==> config.mk <==
export PLATFORM = sky130hd
export DESIGN_NAME = seg7_multi_display_flat
export DESIGN_NICKNAME = d
export VERILOG_FILES = /design/src/rtl/seg7_multi_display_if.sv /design/src/rtl/seg7_multi_display.sv /design/src/flat_wrapper.sv
export SDC_FILE = /design/constraint.sdc
export NUM_CORES = 1
export LEC_CHECK = 0
export ABC_AREA = 1
export CAP_MARGIN = 20
export CELL_PAD_IN_SITES_DETAIL_PLACEMENT = 1
export CELL_PAD_IN_SITES_GLOBAL_PLACEMENT = 2
export CORE_MARGIN = 4
export CORE_UTILIZATION = 36
export DETAILED_ROUTE_END_ITERATION = 7
export GPL_TIMING_DRIVEN = 0
export PLACE_DENSITY = 0.86
export SYNTH_ARGS = -nofsm -noshare
export SYNTH_HDL_FRONTEND = slang
export SYNTH_SLANG_ARGS = --single-unit
==> constraint.sdc <==
create_clock -name iCLK -period 4.5 [get_ports iCLK]
set_clock_uncertainty 0.1 [all_clocks]
set_input_delay 0.9 -clock iCLK [delete_from_list [all_inputs] [get_ports iCLK]]
set_output_delay 0.9 -clock iCLK [all_outputs]
set_load 0.005 [all_outputs]
==> src/rtl/seg7_multi_display_if.sv <==
// Write-only register bus between the Nios II slave port and the display controller.
// iWR acts as valid; the controller is always ready, so every cycle with iWR high is one write.
interface seg7_multi_display_if;
   logic        iWR;
   logic [1:0]  iADDR;
   logic [31:0] iWDATA;

   modport master (output iWR, iADDR, iWDATA);
   modport slave  (input  iWR, iADDR, iWDATA);
endinterface

==> src/rtl/seg7_multi_display.sv <==
// N-digit hex 7-segment controller: digit/blank/blink/control registers, a blink
// timer and one registered stage of segment decode with selectable polarity.
module seg7_multi_display #(
   parameter int NUM_DIGITS = 8,
   parameter int BLINK_DIV  = 25_000_000,
   parameter int ACTIVE_LOW = 1
) (
   input  logic                    iCLK,
   input  logic                    iRST_N,
   seg7_multi_display_if.slave     bus,
   output logic [7*NUM_DIGITS-1:0] oSEG,
   output logic                    oPHASE
);
   localparam int             CntW    = (BLINK_DIV > 1) ? $clog2(BLINK_DIV) : 1;
   localparam logic [CntW-1:0] CntLast = CntW'(BLINK_DIV - 1);
   localparam logic [6:0]     OffPat  = (ACTIVE_LOW != 0) ? 7'h7F : 7'h00;

   logic [4*NUM_DIGITS-1:0] digReg;
   logic [NUM_DIGITS-1:0]   blankReg;
   logic [NUM_DIGITS-1:0]   blinkReg;
   logic                    enReg;
   logic                    benReg;
   logic [CntW-1:0]         cnt;
   logic [7*NUM_DIGITS-1:0] segNext;
   logic                    benClear;

   // A control write dropping BEN must beat a wrap happening on the same edge.
   assign benClear = bus.iWR && (bus.iADDR == 2'd3) && !bus.iWDATA[1];

   function automatic logic [6:0] hexDecode(input logic [3:0] nib);
      logic [6:0] pat;
      pat = 7'h7F;
      case (nib)
         4'h0: pat = 7'h40;
         4'h1: pat = 7'h79;
         4'h2: pat = 7'h24;
         4'h3: pat = 7'h30;
         4'h4: pat = 7'h19;
         4'h5: pat = 7'h12;
         4'h6: pat = 7'h02;
         4'h7: pat = 7'h78;
         4'h8: pat = 7'h00;
         4'h9: pat = 7'h10;
         4'hA: pat = 7'h08;
         4'hB: pat = 7'h03;
         4'hC: pat = 7'h46;
         4'hD: pat = 7'h21;
         4'hE: pat = 7'h06;
         4'hF: pat = 7'h0E;
         default: pat = 7'h7F;
      endcase
      return pat;
   endfunction

   always_ff @(posedge iCLK or negedge iRST_N) begin
      if (!iRST_N) begin
         digReg   <= '0;
         blankReg <= '0;
         blinkReg <= '0;
         enReg    <= 1'b0;
         benReg   <= 1'b0;
      end else if (bus.iWR) begin
         case (bus.iADDR)
            2'd0: digReg   <= bus.iWDATA[4*NUM_DIGITS-1:0];
            2'd1: blankReg <= bus.iWDATA[NUM_DIGITS-1:0];
            2'd2: blinkReg <= bus.iWDATA[NUM_DIGITS-1:0];
            default: begin
               enReg  <= bus.iWDATA[0];
               benReg <= bus.iWDATA[1];
            end
         endcase
      end
   end

   // Blink timer; setting BEN from 0 leaves CNT at 0 on the write edge itself.
   always_ff @(posedge iCLK or negedge iRST_N) begin
      if (!iRST_N) begin
         cnt    <= '0;
         oPHASE <= 1'b0;
      end else if (benClear || !benReg) begin
         cnt    <= '0;
         oPHASE <= 1'b0;
      end else if (cnt == CntLast) begin
         cnt    <= '0;
         oPHASE <= ~oPHASE;
      end else begin
         cnt <= cnt + CntW'(1);
      end
   end

   always_comb begin
      segNext = '0;
      for (int i = 0; i < NUM_DIGITS; i++) begin
         if (!enReg || blankReg[i] || (blinkReg[i] && benReg && oPHASE))
            segNext[7*i +: 7] = OffPat;
         else if (ACTIVE_LOW != 0)
            segNext[7*i +: 7] = hexDecode(digReg[4*i +: 4]);
         else
            segNext[7*i +: 7] = ~hexDecode(digReg[4*i +: 4]);
      end
   end

   always_ff @(posedge iCLK or negedge iRST_N) begin
      if (!iRST_N) oSEG <= {NUM_DIGITS{OffPat}};
      else         oSEG <= segNext;
   end
endmodule
==> src/flat_wrapper.sv <==
// flat-port wrapper written by rule: the top's interface ports become plain ports
module seg7_multi_display_flat 
#(
   parameter int NUM_DIGITS = 8,
   parameter int BLINK_DIV  = 25_000_000,
   parameter int ACTIVE_LOW = 1
)
  (iCLK, iRST_N, oSEG, oPHASE, bus_iWR, bus_iADDR, bus_iWDATA);
  seg7_multi_display_if bus_i ();
  input  logic iCLK;
  input  logic iRST_N;
  output logic [7*NUM_DIGITS-1:0] oSEG;
  output logic oPHASE;
  input wire logic [$bits(bus_i.iWR)-1:0] bus_iWR;
  input wire logic [$bits(bus_i.iADDR)-1:0] bus_iADDR;
  input wire logic [$bits(bus_i.iWDATA)-1:0] bus_iWDATA;
  assign bus_i.iWR = bus_iWR;
  assign bus_i.iADDR = bus_iADDR;
  assign bus_i.iWDATA = bus_iWDATA;
  seg7_multi_display #(.NUM_DIGITS(NUM_DIGITS), .BLINK_DIV(BLINK_DIV), .ACTIVE_LOW(ACTIVE_LOW)) u_core (.iCLK(iCLK), .iRST_N(iRST_N), .bus(bus_i), .oSEG(oSEG), .oPHASE(oPHASE));
endmodule
# Word-level counts from Yosys, hierarchy flattened
# Memory sizes are Yosys's and may differ from the RTL's.
# Index checks and enable logic that the tools add are counted.
[totals] word_cells=80 memories=8 ff_bits=132 mem_bits_ro=896
[mem_list] memory="(no name shown)" depth=16 width=7 rd=1 rd_clocked_by_memory_dff=0 write_ports=0 line_no="seg7_multi_display.sv:33" text="case (nib)"
[mem_list] memory="(no name shown)" depth=16 width=7 rd=1 rd_clocked_by_memory_dff=0 write_ports=0 line_no="seg7_multi_display.sv:33"
[mem_list] memory="(no name shown)" depth=16 width=7 rd=1 rd_clocked_by_memory_dff=0 write_ports=0 line_no="seg7_multi_display.sv:33"
[mem_list] memory="(no name shown)" depth=16 width=7 rd=1 rd_clocked_by_memory_dff=0 write_ports=0 line_no="seg7_multi_display.sv:33"
[mem_list] memory="(no name shown)" depth=16 width=7 rd=1 rd_clocked_by_memory_dff=0 write_ports=0 line_no="seg7_multi_display.sv:33"
[mem_list] memory="(no name shown)" depth=16 width=7 rd=1 rd_clocked_by_memory_dff=0 write_ports=0 line_no="seg7_multi_display.sv:33"
[mem_list] memory="2 more memories"
[op_classes] addsub=1 mux=12 n_bitwise=2 n_reduce_logical=45 n_eq_ne=4
[op_table] op="2-to-1 mux 7 bit" count=8
[op_table] op="2-to-1 mux 25 bit" count=2
[op_table] op="adder 25 x 1 -> 25 bit, second input constant" count=1
[op_table] op="equality test 25 bit, second input constant" count=1
[op_table] op="logical AND 1 bit" count=18
[op_table] op="logical OR 1 bit" count=17
[op_table] op="AND reduction 2 bit" count=4
[op_table] op="equality test 2 bit, second input constant" count=2
[op_table] op="logical NOT 1 bit" count=3
[op_table] op="OR reduction 3 bit" count=1
[op_table] op="equality test 2 x 1 -> 1 bit, second input constant" count=1
[op_table] op="logical NOT 2 bit" count=1
[op_table] op="2-to-1 mux 1 bit" count=2
[op_table] op="NOT 1 bit" count=2
[op_table] op="nonzero test 2 bit" count=1

# Longest topological paths before layout
# Gate-level depths: netlist (run 1).
[depth] ltp_word=5 ltp_mapped=9

# Worst setup path after synthesis (run 1)
# OpenSTA, ideal clock, no wires.
[synth_timing] path_type="input to register" startpoint="in bus_iADDR[0]" endpoint="reg u_core.cnt[19]" t_required_ps=4329 slack_ps=2741 stages=6 setup_ps=71 t_arrival_ps=1587 cell_sequence="nand3_1 -> o21ai_1 -> buf_2 -> nor2_2 -> nand2_1 -> nor2_1"
[synth_via] elab_chain_cells=5
[synth_lines] element="from (decl)" line_no="flat_wrapper.sv:15" text="input wire logic [$bits(bus_i.iADDR)-1:0] bus_iADDR;"
[synth_lines] element="equality test 2 bit" line_no="seg7_multi_display.sv:28" text="assign benClear = bus.iWR && (bus.iADDR == 2'd3) && !bus.iWDATA[1];"
[synth_lines] element="logical AND 1 bit (2 in a row)" line_no="seg7_multi_display.sv:28"
[synth_lines] element="logical OR 1 bit" line_no="seg7_multi_display.sv:80" text="end else if (benClear || !benReg) begin"
[synth_lines] element="2-to-1 mux 25 bit" line_no="seg7_multi_display.sv:80"
[synth_lines] element="to (signal assigned)" line_no="seg7_multi_display.sv:87" text="cnt <= cnt + CntW'(1);"
[synth_lines] element="to (decl)" line_no="seg7_multi_display.sv:23" text="logic [CntW-1:0] cnt;"
# No other way between the ends.
# A chain may end at the register's enable or synchronous reset.

# Worst setup path in the final report (run 1)
[layout_timing] startpoint="reg u_core.oSEG[52]" endpoint="out oSEG[52]"
[layout_lines] element="from (decl)" line_no="seg7_multi_display.sv:11" text="output logic [7*NUM_DIGITS-1:0] oSEG,"
[layout_lines] element="from (signal assigned)" line_no="seg7_multi_display.sv:104" text="if (!iRST_N) oSEG <= {NUM_DIGITS{OffPat}};"
[layout_lines] element="from (signal assigned)" line_no="seg7_multi_display.sv:105" text="else oSEG <= segNext;"
[layout_lines] element="to (decl)" line_no="flat_wrapper.sv:12" text="output logic [7*NUM_DIGITS-1:0] oSEG;"
# No word-level cell between the ends.

==> results of run 1 <==
## Yosys cell counts (2+ instances only)
library cell / count
nand2_1: 178
nor2_1: 89
dfrtp_1: 76
inv_1: 76
nand3_1: 60
o21ai_0: 58
dfstp_2: 56
ha_1: 49
a21oi_1: 39
o211ai_1: 22
nor2_2: 18
clkbuf_1: 15
xor2_1: 8
nand3b_1: 7
o311ai_0: 7
xnor2_1: 6
a31oi_1: 4
buf_2: 4
clkinv_1: 4
nand2_2: 4
nand3_2: 3
clkbuf_2: 2
nor2_4: 2
nor3_1: 2
## layer usage
layer,GRT usage,share of wire,up-vias
met5,0,0,-
met3,0.0279,0.025,17
met2,0.272,0.46,79
li1,-,-,2809
met1,0.230,0.50,2638
met4,0.0522,0.015,0
## worst max path at each step
stage / from / to / slack (ns) / cells past startpoint
5_1_grt: u_core.oSEG[30] / oSEG[30] / 1.99 / 1
6_report: u_core.oSEG[52] / oSEG[52] / 2.03 / 1
2_1_floorplan: bus_iADDR[0] / u_core.cnt[19] / 2.74 / 6
4_1_cts: u_core.oSEG[52] / oSEG[52] / 2.00 / 1
3_3_place_gp: iRST_N / u_core.cnt[18] / -2.87 / 1
3_5_place_dp: bus_iADDR[0] / u_core.digReg[6] / 1.70 / 5
## layout make-up
class / instances / area [sq um] / area share
multi-input cells: 562 / 3080 / 0.354
inverters: 80 / 300 / 0.0345
repair buffers: 94 / 960 / 0.110
flip-flops and latches: 132 / 3370 / 0.387
plain buffers: 22 / 106 / 0.0122
clock inverters: 15 / 169 / 0.0194
well taps: 234 / 293 / 0.0336
clock buffers: 17 / 425 / 0.0489
## through the flow
| stage | area [sq um] | power (uW) | std cells |
|---|---|---|---|
| 2_1_floorplan | 6860 | 1990 | 796 |
| 3_3_place_gp | 8090 | 2390 | 1123 |
| 3_5_place_dp | 8110 | 2410 | 1124 |
| 4_1_cts | 8710 | 3840 | 1156 |
| 5_1_grt | 8710 | 4020 | 1156 |
| 6_report | 8710 | 3790 | 1156 |
## registers in the layout (all words and copies together) (netlist names)
| name | count |
|---|---|
| u_core.oSEG | 56 |
| u_core.enReg | 1 |
| u_core.cnt | 25 |
| u_core.blinkReg | 8 |
| u_core.digReg | 32 |
| u_core.benReg | 1 |
| u_core.oPHASE | 1 |
| u_core.blankReg | 8 |
## cell families after synthesis
kind of cell,after synthesis,synth area share
compound gates,134,0.113
xor+xnor,14,0.0179
fa+ha+maj,49,0.0894
buf+inv,102,0.0593
flops,132,0.492
simple gates,365,0.228
## power groups by stage
stage | Clock [uW] | Combinational, uW | Sequential (uW)
2_1_floorplan | 0 | 466 | 1530
3_3_place_gp | 0 | 864 | 1530
3_5_place_dp | 0 | 874 | 1540
4_1_cts | 1440 | 883 | 1520
5_1_grt | 1500 | 989 | 1540
6_report | 1410 | 864 | 1520
==> results.sh, run 1 <==
export IMPL_worst_slew_pin_transition_ns=0.546
export IMPL_nFillCells=2193
export IMPL_critPathMaxStageDelay_ns=0.54
export IMPL_ys_ff_latch=132
export IMPL_postCtsHoldBufs=0
export IMPL_p_clk_frac=0.371
export IMPL_cts_sinks=132
export IMPL_crit_fanout=1
export IMPL_combPwrFrac=0.228
export IMPL_place_ws_ns=1.70
export IMPL_crit_family="flip-flops"
export IMPL_io_pins=94
export IMPL_grt_overflow=0
export IMPL_p_leak_uw=0.00377
export IMPL_die_h_um=146
export IMPL_max_cap_viol_count=0
export IMPL_rsz0062_at_grt="no"
export IMPL_fin_nets=995
export IMPL_routed_wl_mm=17.0
export IMPL_arrival_ns=1.47
export IMPL_fin_ws_ns=2.03
export IMPL_timing_fmax_ghz=0.405
export IMPL_syn_mean_instance_area_sq_um=8.62
export IMPL_ff2ff_path_depth=8
export IMPL_fin_crit_ns=2.47
export IMPL_synthTopCellsByArea="dfrtp_1, dfstp_2, nand2_1"
export IMPL_r2r_start="u_core.cnt[0]"
export IMPL_hpwl_mm=12.5
export IMPL_grt_antenna_before_repair=0
export IMPL_synth_top_area_cell="dfrtp_1"
export IMPL_final_core_util=0.466
export IMPL_synth_distinct_cells=31
export IMPL_crit_path_end_kind="output pin"
export IMPL_ant_nets=0
export IMPL_num_vias=5543
export IMPL_power_density_nw_per_um2=435
export IMPL_n_antenna_cell=0
export IMPL_crit_slowest_cell="dfstp_2"
export IMPL_first_iter_violations=180
export IMPL_critical_path_class="flip-flop to output pin"
export IMPL_cts_tree="yes"
export IMPL_tns_ns=0
export IMPL_p_sw_uw=1160
export IMPL_syn_instance_count=796
export IMPL_min_path_type="primary input to asynchronous set/reset pin"
export IMPL_drv_slew=0
export IMPL_ys_seq_area_frac=0.492
export IMPL_cts_root_buf="clkbuf_16"
export IMPL_grt_pass1_wl_mm=29.3
export IMPL_whs_ns=0.326
export IMPL_yosys_warnings=0
export IMPL_worst_path_buf_inv=1
export IMPL_switching_share=0.305
export IMPL_hold_viol_final=0
export IMPL_rows=50
export IMPL_postCtsResizedCells=0
export IMPL_vias_per_cell=4.79
export IMPL_crit_chain="clkdlybuf4s50_1"
export IMPL_grt_pass1_vias=5775
export IMPL_die_w_um=146
export IMPL_pwr_share_seq=0.400
export IMPL_period_share=0.549
export IMPL_internal_power_uw=2630
export IMPL_cts_made_buffers=17
export IMPL_worstSetupStartpointType="flip-flop"
export IMPL_grt_max_degree=77
export IMPL_rrSetupSlack_ns=2.78
export IMPL_first_pass_iters=4
export IMPL_synth_async_reset_ratio=1.00
export IMPL_ir_drop_uv=298
export IMPL_drive_gt1_frac=0.136
export IMPL_r2r_end="u_core.cnt[22]"
export IMPL_grt_total_usage=0.167
export IMPL_clk_pin_slew_worst_paths_ns=0.06
export IMPL_final_cell_mix="nand2_1, clkdlybuf4s50_1, nor2_1"
export IMPL_wl_per_cell_um=14.7
export IMPL_synth_ff_type="dfrtp_1"
export IMPL_portBuffers=93
export IMPL_syn_area_sq_um=6860
export IMPL_core_sq_um=18700
export IMPL_die_area_sq_um=21300
export IMPL_setup_viol=0
export IMPL_start_util=0.367
export IMPL_outcome="completed"
export IMPL_cts_setup_buffers=0
export IMPL_insertion_delay_ns=0.43
export IMPL_synth_edff_count=0
export IMPL_synth_top_area_frac=0.277
export IMPL_clockBufferDepth=2
export IMPL_max_slew_margin=0.635
export IMPL_route_detailed_drc=0
export IMPL_crit_required_ns=3.50
export IMPL_htree_levels=4
export IMPL_synth_nets=882
export IMPL_area_growth_pct=26.9
export IMPL_place_congestion=0.785
export IMPL_final_common_cell="nand2_1"
(Power assumes the default switching activity.)
==> run 2, diff against run 1 <==
--- a/config.mk
+++ b/config.mk
@@ -10,10 +10,10 @@
 export CELL_PAD_IN_SITES_DETAIL_PLACEMENT = 1
 export CELL_PAD_IN_SITES_GLOBAL_PLACEMENT = 2
 export CORE_MARGIN = 4
-export CORE_UTILIZATION = 36
+export CORE_UTILIZATION = 30
 export DETAILED_ROUTE_END_ITERATION = 7
 export GPL_TIMING_DRIVEN = 0
-export PLACE_DENSITY = 0.86
+export PLACE_DENSITY = 0.77
 export SYNTH_ARGS = -nofsm -noshare
 export SYNTH_HDL_FRONTEND = slang
 export SYNTH_SLANG_ARGS = --single-unit
==> constraint.sdc (replaced) <==
create_clock -name iCLK -period 2.1 [get_ports iCLK]
set_clock_uncertainty 0.1 [all_clocks]
set_input_delay 0.42 -clock iCLK [delete_from_list [all_inputs] [get_ports iCLK]]
set_output_delay 0.42 -clock iCLK [all_outputs]
set_load 0.005 [all_outputs]
==> run 2 against run 1 <==
Against the previous run:
- count of clock-buffer cells in the layout up 3
- global-route usage down 2.3 points
- worst hold slack better by 0.051 ns
- critical path type unchanged
- critical path depth unchanged
==> results.sh, run 2 (synthesis results as in run 1) <==
export IMPL_outcome="completed"
export IMPL_switching_share=0.295
export IMPL_postCtsHoldBufs=1
export IMPL_postCtsResizedCells=0
export IMPL_clk_pin_slew_worst_paths_ns=0.06
export IMPL_io_pins=94
export IMPL_rrSetupSlack_ns=0.39
export IMPL_crit_family="flip-flops"
export IMPL_holdCritStartpoint="u_core.blankReg[0]"
export IMPL_combPwrFrac=0.228
export IMPL_startpoint="u_core.oSEG[52]"
export IMPL_r2r_start="u_core.cnt[0]"
export IMPL_wl_per_cell_um=14.7
export IMPL_totalPowerFinal_uw=8160
export IMPL_ant_nets=0
export IMPL_final_area_sq_um=8790
export IMPL_multi_input_area_sq_um=3080
export IMPL_crit_fanout=1
export IMPL_nFillCells=2668
export IMPL_place_congestion=0.776
export IMPL_route_detailed_drc=0
export IMPL_die_w_um=159
export IMPL_final_cell_mix="nand2_1, clkdlybuf4s50_1, nor2_1"
export IMPL_post_place_cells=1175
export IMPL_max_slew_margin=0.620
export IMPL_power_density_nw_per_um2=929
export IMPL_vias_per_cell=4.61
export IMPL_grt_antenna_before_repair=0
export IMPL_min_path_type="flip-flop to flip-flop"
export IMPL_worst_slew_pin_transition_ns=0.570
export IMPL_grt_overflow=0
export IMPL_die_h_um=159
export IMPL_clockBufferDepth=2
export IMPL_grt_pass1_wl_mm=29.9
export IMPL_routed_wl_mm=17.7
export IMPL_max_cap_viol_count=0
export IMPL_cts_sinks=132
export IMPL_htree_levels=4
export IMPL_p_sw_uw=2410
export IMPL_grt_max_degree=74
export IMPL_grt_total_usage=0.145
export IMPL_fin_crit_ns=1.98
export IMPL_stdcell_count=1208
export IMPL_crit_path_end_kind="output pin"
export IMPL_setup_viol=0
export IMPL_hold_viol_final=0
export IMPL_ir_drop_uv=436
export IMPL_placed_area_sq_um=8180
export IMPL_grt_pass1_vias=5810
export IMPL_fin_nets=996
export IMPL_arrival_ns=1.46
export IMPL_die_area_sq_um=25400
export IMPL_worstSetupStartpointType="flip-flop"
export IMPL_hpwl_mm=13.1
export IMPL_worst_path_buf_inv=1
export IMPL_start_util=0.304
export IMPL_internal_power_uw=5760
export IMPL_rows=55
export IMPL_period_share=0.945
export IMPL_final_common_cell="nand2_1"
export IMPL_largest_reg_flops=56
export IMPL_crit_required_ns=1.58
export IMPL_regMostFlops="u_core.oSEG"
export IMPL_rsz0062_at_grt="no"
export IMPL_tns_ns=0
export IMPL_insertion_delay_ns=0.42
export IMPL_cts_setup_buffers=0
export IMPL_critPathMaxStageDelay_ns=0.54
export IMPL_cts_tree="yes"
export IMPL_first_pass_iters=4
export IMPL_crit_chain="clkdlybuf4s50_1"
export IMPL_n_antenna_cell=0
export IMPL_first_iter_violations=210
export IMPL_p_leak_uw=0.00378
export IMPL_critical_path_class="flip-flop to output pin"
export IMPL_cts_made_buffers=17
export IMPL_num_vias=5568
export IMPL_crit_slowest_cell="dfstp_2"
export IMPL_cts_root_buf="clkbuf_16"
export IMPL_portBuffers=93
export IMPL_drive_gt1_frac=0.133
export IMPL_regArea_sq_um=3370
export IMPL_timing_fmax_ghz=0.504
export IMPL_top_regs="u_core.oSEG x56, u_core.digReg x32, u_core.cnt x25"
export IMPL_p_clk_frac=0.374
export IMPL_pwr_share_seq=0.398
export IMPL_area_growth_pct=28.1
export IMPL_drv_slew=0
export IMPL_core_sq_um=22600
[run 2: layout make-up]
cell class / instances / area share
timing repair buffer: 95 / 0.110
multi-input combinational: 562 / 0.351
tap: 285 / 0.0406
clock inverter: 12 / 0.0177
sequential: 132 / 0.384
clock buffer: 20 / 0.0508
buffer: 22 / 0.0121
inverter: 80 / 0.0342
[run 2: power groups by stage]
stage | Sequential (uW) | Clock (uW) | Combinational, uW
after floorplan | 3270 | 0 | 998
after global placement | 3290 | 0 | 1880
after detailed placement | 3290 | 0 | 1900
after CTS | 3260 | 3150 | 1910
after global routing | 3300 | 3270 | 2130
final | 3250 | 3050 | 1870
[run 2: per-layer routing]
metal / vias to the layer above / part of all wire / GRT usage / wire length (um)
met2: 78 / 0.47 / 0.239 / 8290
met4: 0 / 0.012 / 0.0426 / 214
met3: 16 / 0.028 / 0.0290 / 496
li1: 2811 / - / - / -
met5: - / 0 / 0 / 0
met1: 2663 / 0.49 / 0.193 / 8700
[run 2: metrics by stage]
| step | worst slack, ns | hold slack, ns | util |
|---|---|---|---|
| 2_1_floorplan | 0.602 | 0.0244 | - |
| 3_3_place_gp | -4.94 | 0.357 | 0.361 |
| 3_5_place_dp | -0.306 | 0.339 | 0.362 |
| 4_1_cts | 0.0814 | 0.379 | 0.389 |
| 5_1_grt | 0.0605 | 0.411 | 0.389 |
| 6_report | 0.115 | 0.377 | 0.389 |
[run 2: path summary, 6_finish.rpt]
check / to / cells past startpoint
min in group asynchronous: u_core.digReg[25] / 2
setup reg to reg: u_core.cnt[2] / 8
hold / removal: u_core.blankReg[0] / 2
hold reg to reg: u_core.blankReg[0] / 2
setup / recovery: oSEG[52] / 1
max in group asynchronous: u_core.oSEG[12] / 3
==> run 3, diff against run 2 <==
--- a/config.mk
+++ b/config.mk
@@ -11,6 +11,7 @@
 export CELL_PAD_IN_SITES_GLOBAL_PLACEMENT = 2
 export CORE_MARGIN = 4
 export CORE_UTILIZATION = 30
+export CTS_CLUSTER_DIAMETER = 100
 export DETAILED_ROUTE_END_ITERATION = 7
 export GPL_TIMING_DRIVEN = 0
 export PLACE_DENSITY = 0.77
==> results of run 3 <==
Same layout as run 2: the final DEF is identical, and so are final timing and power.
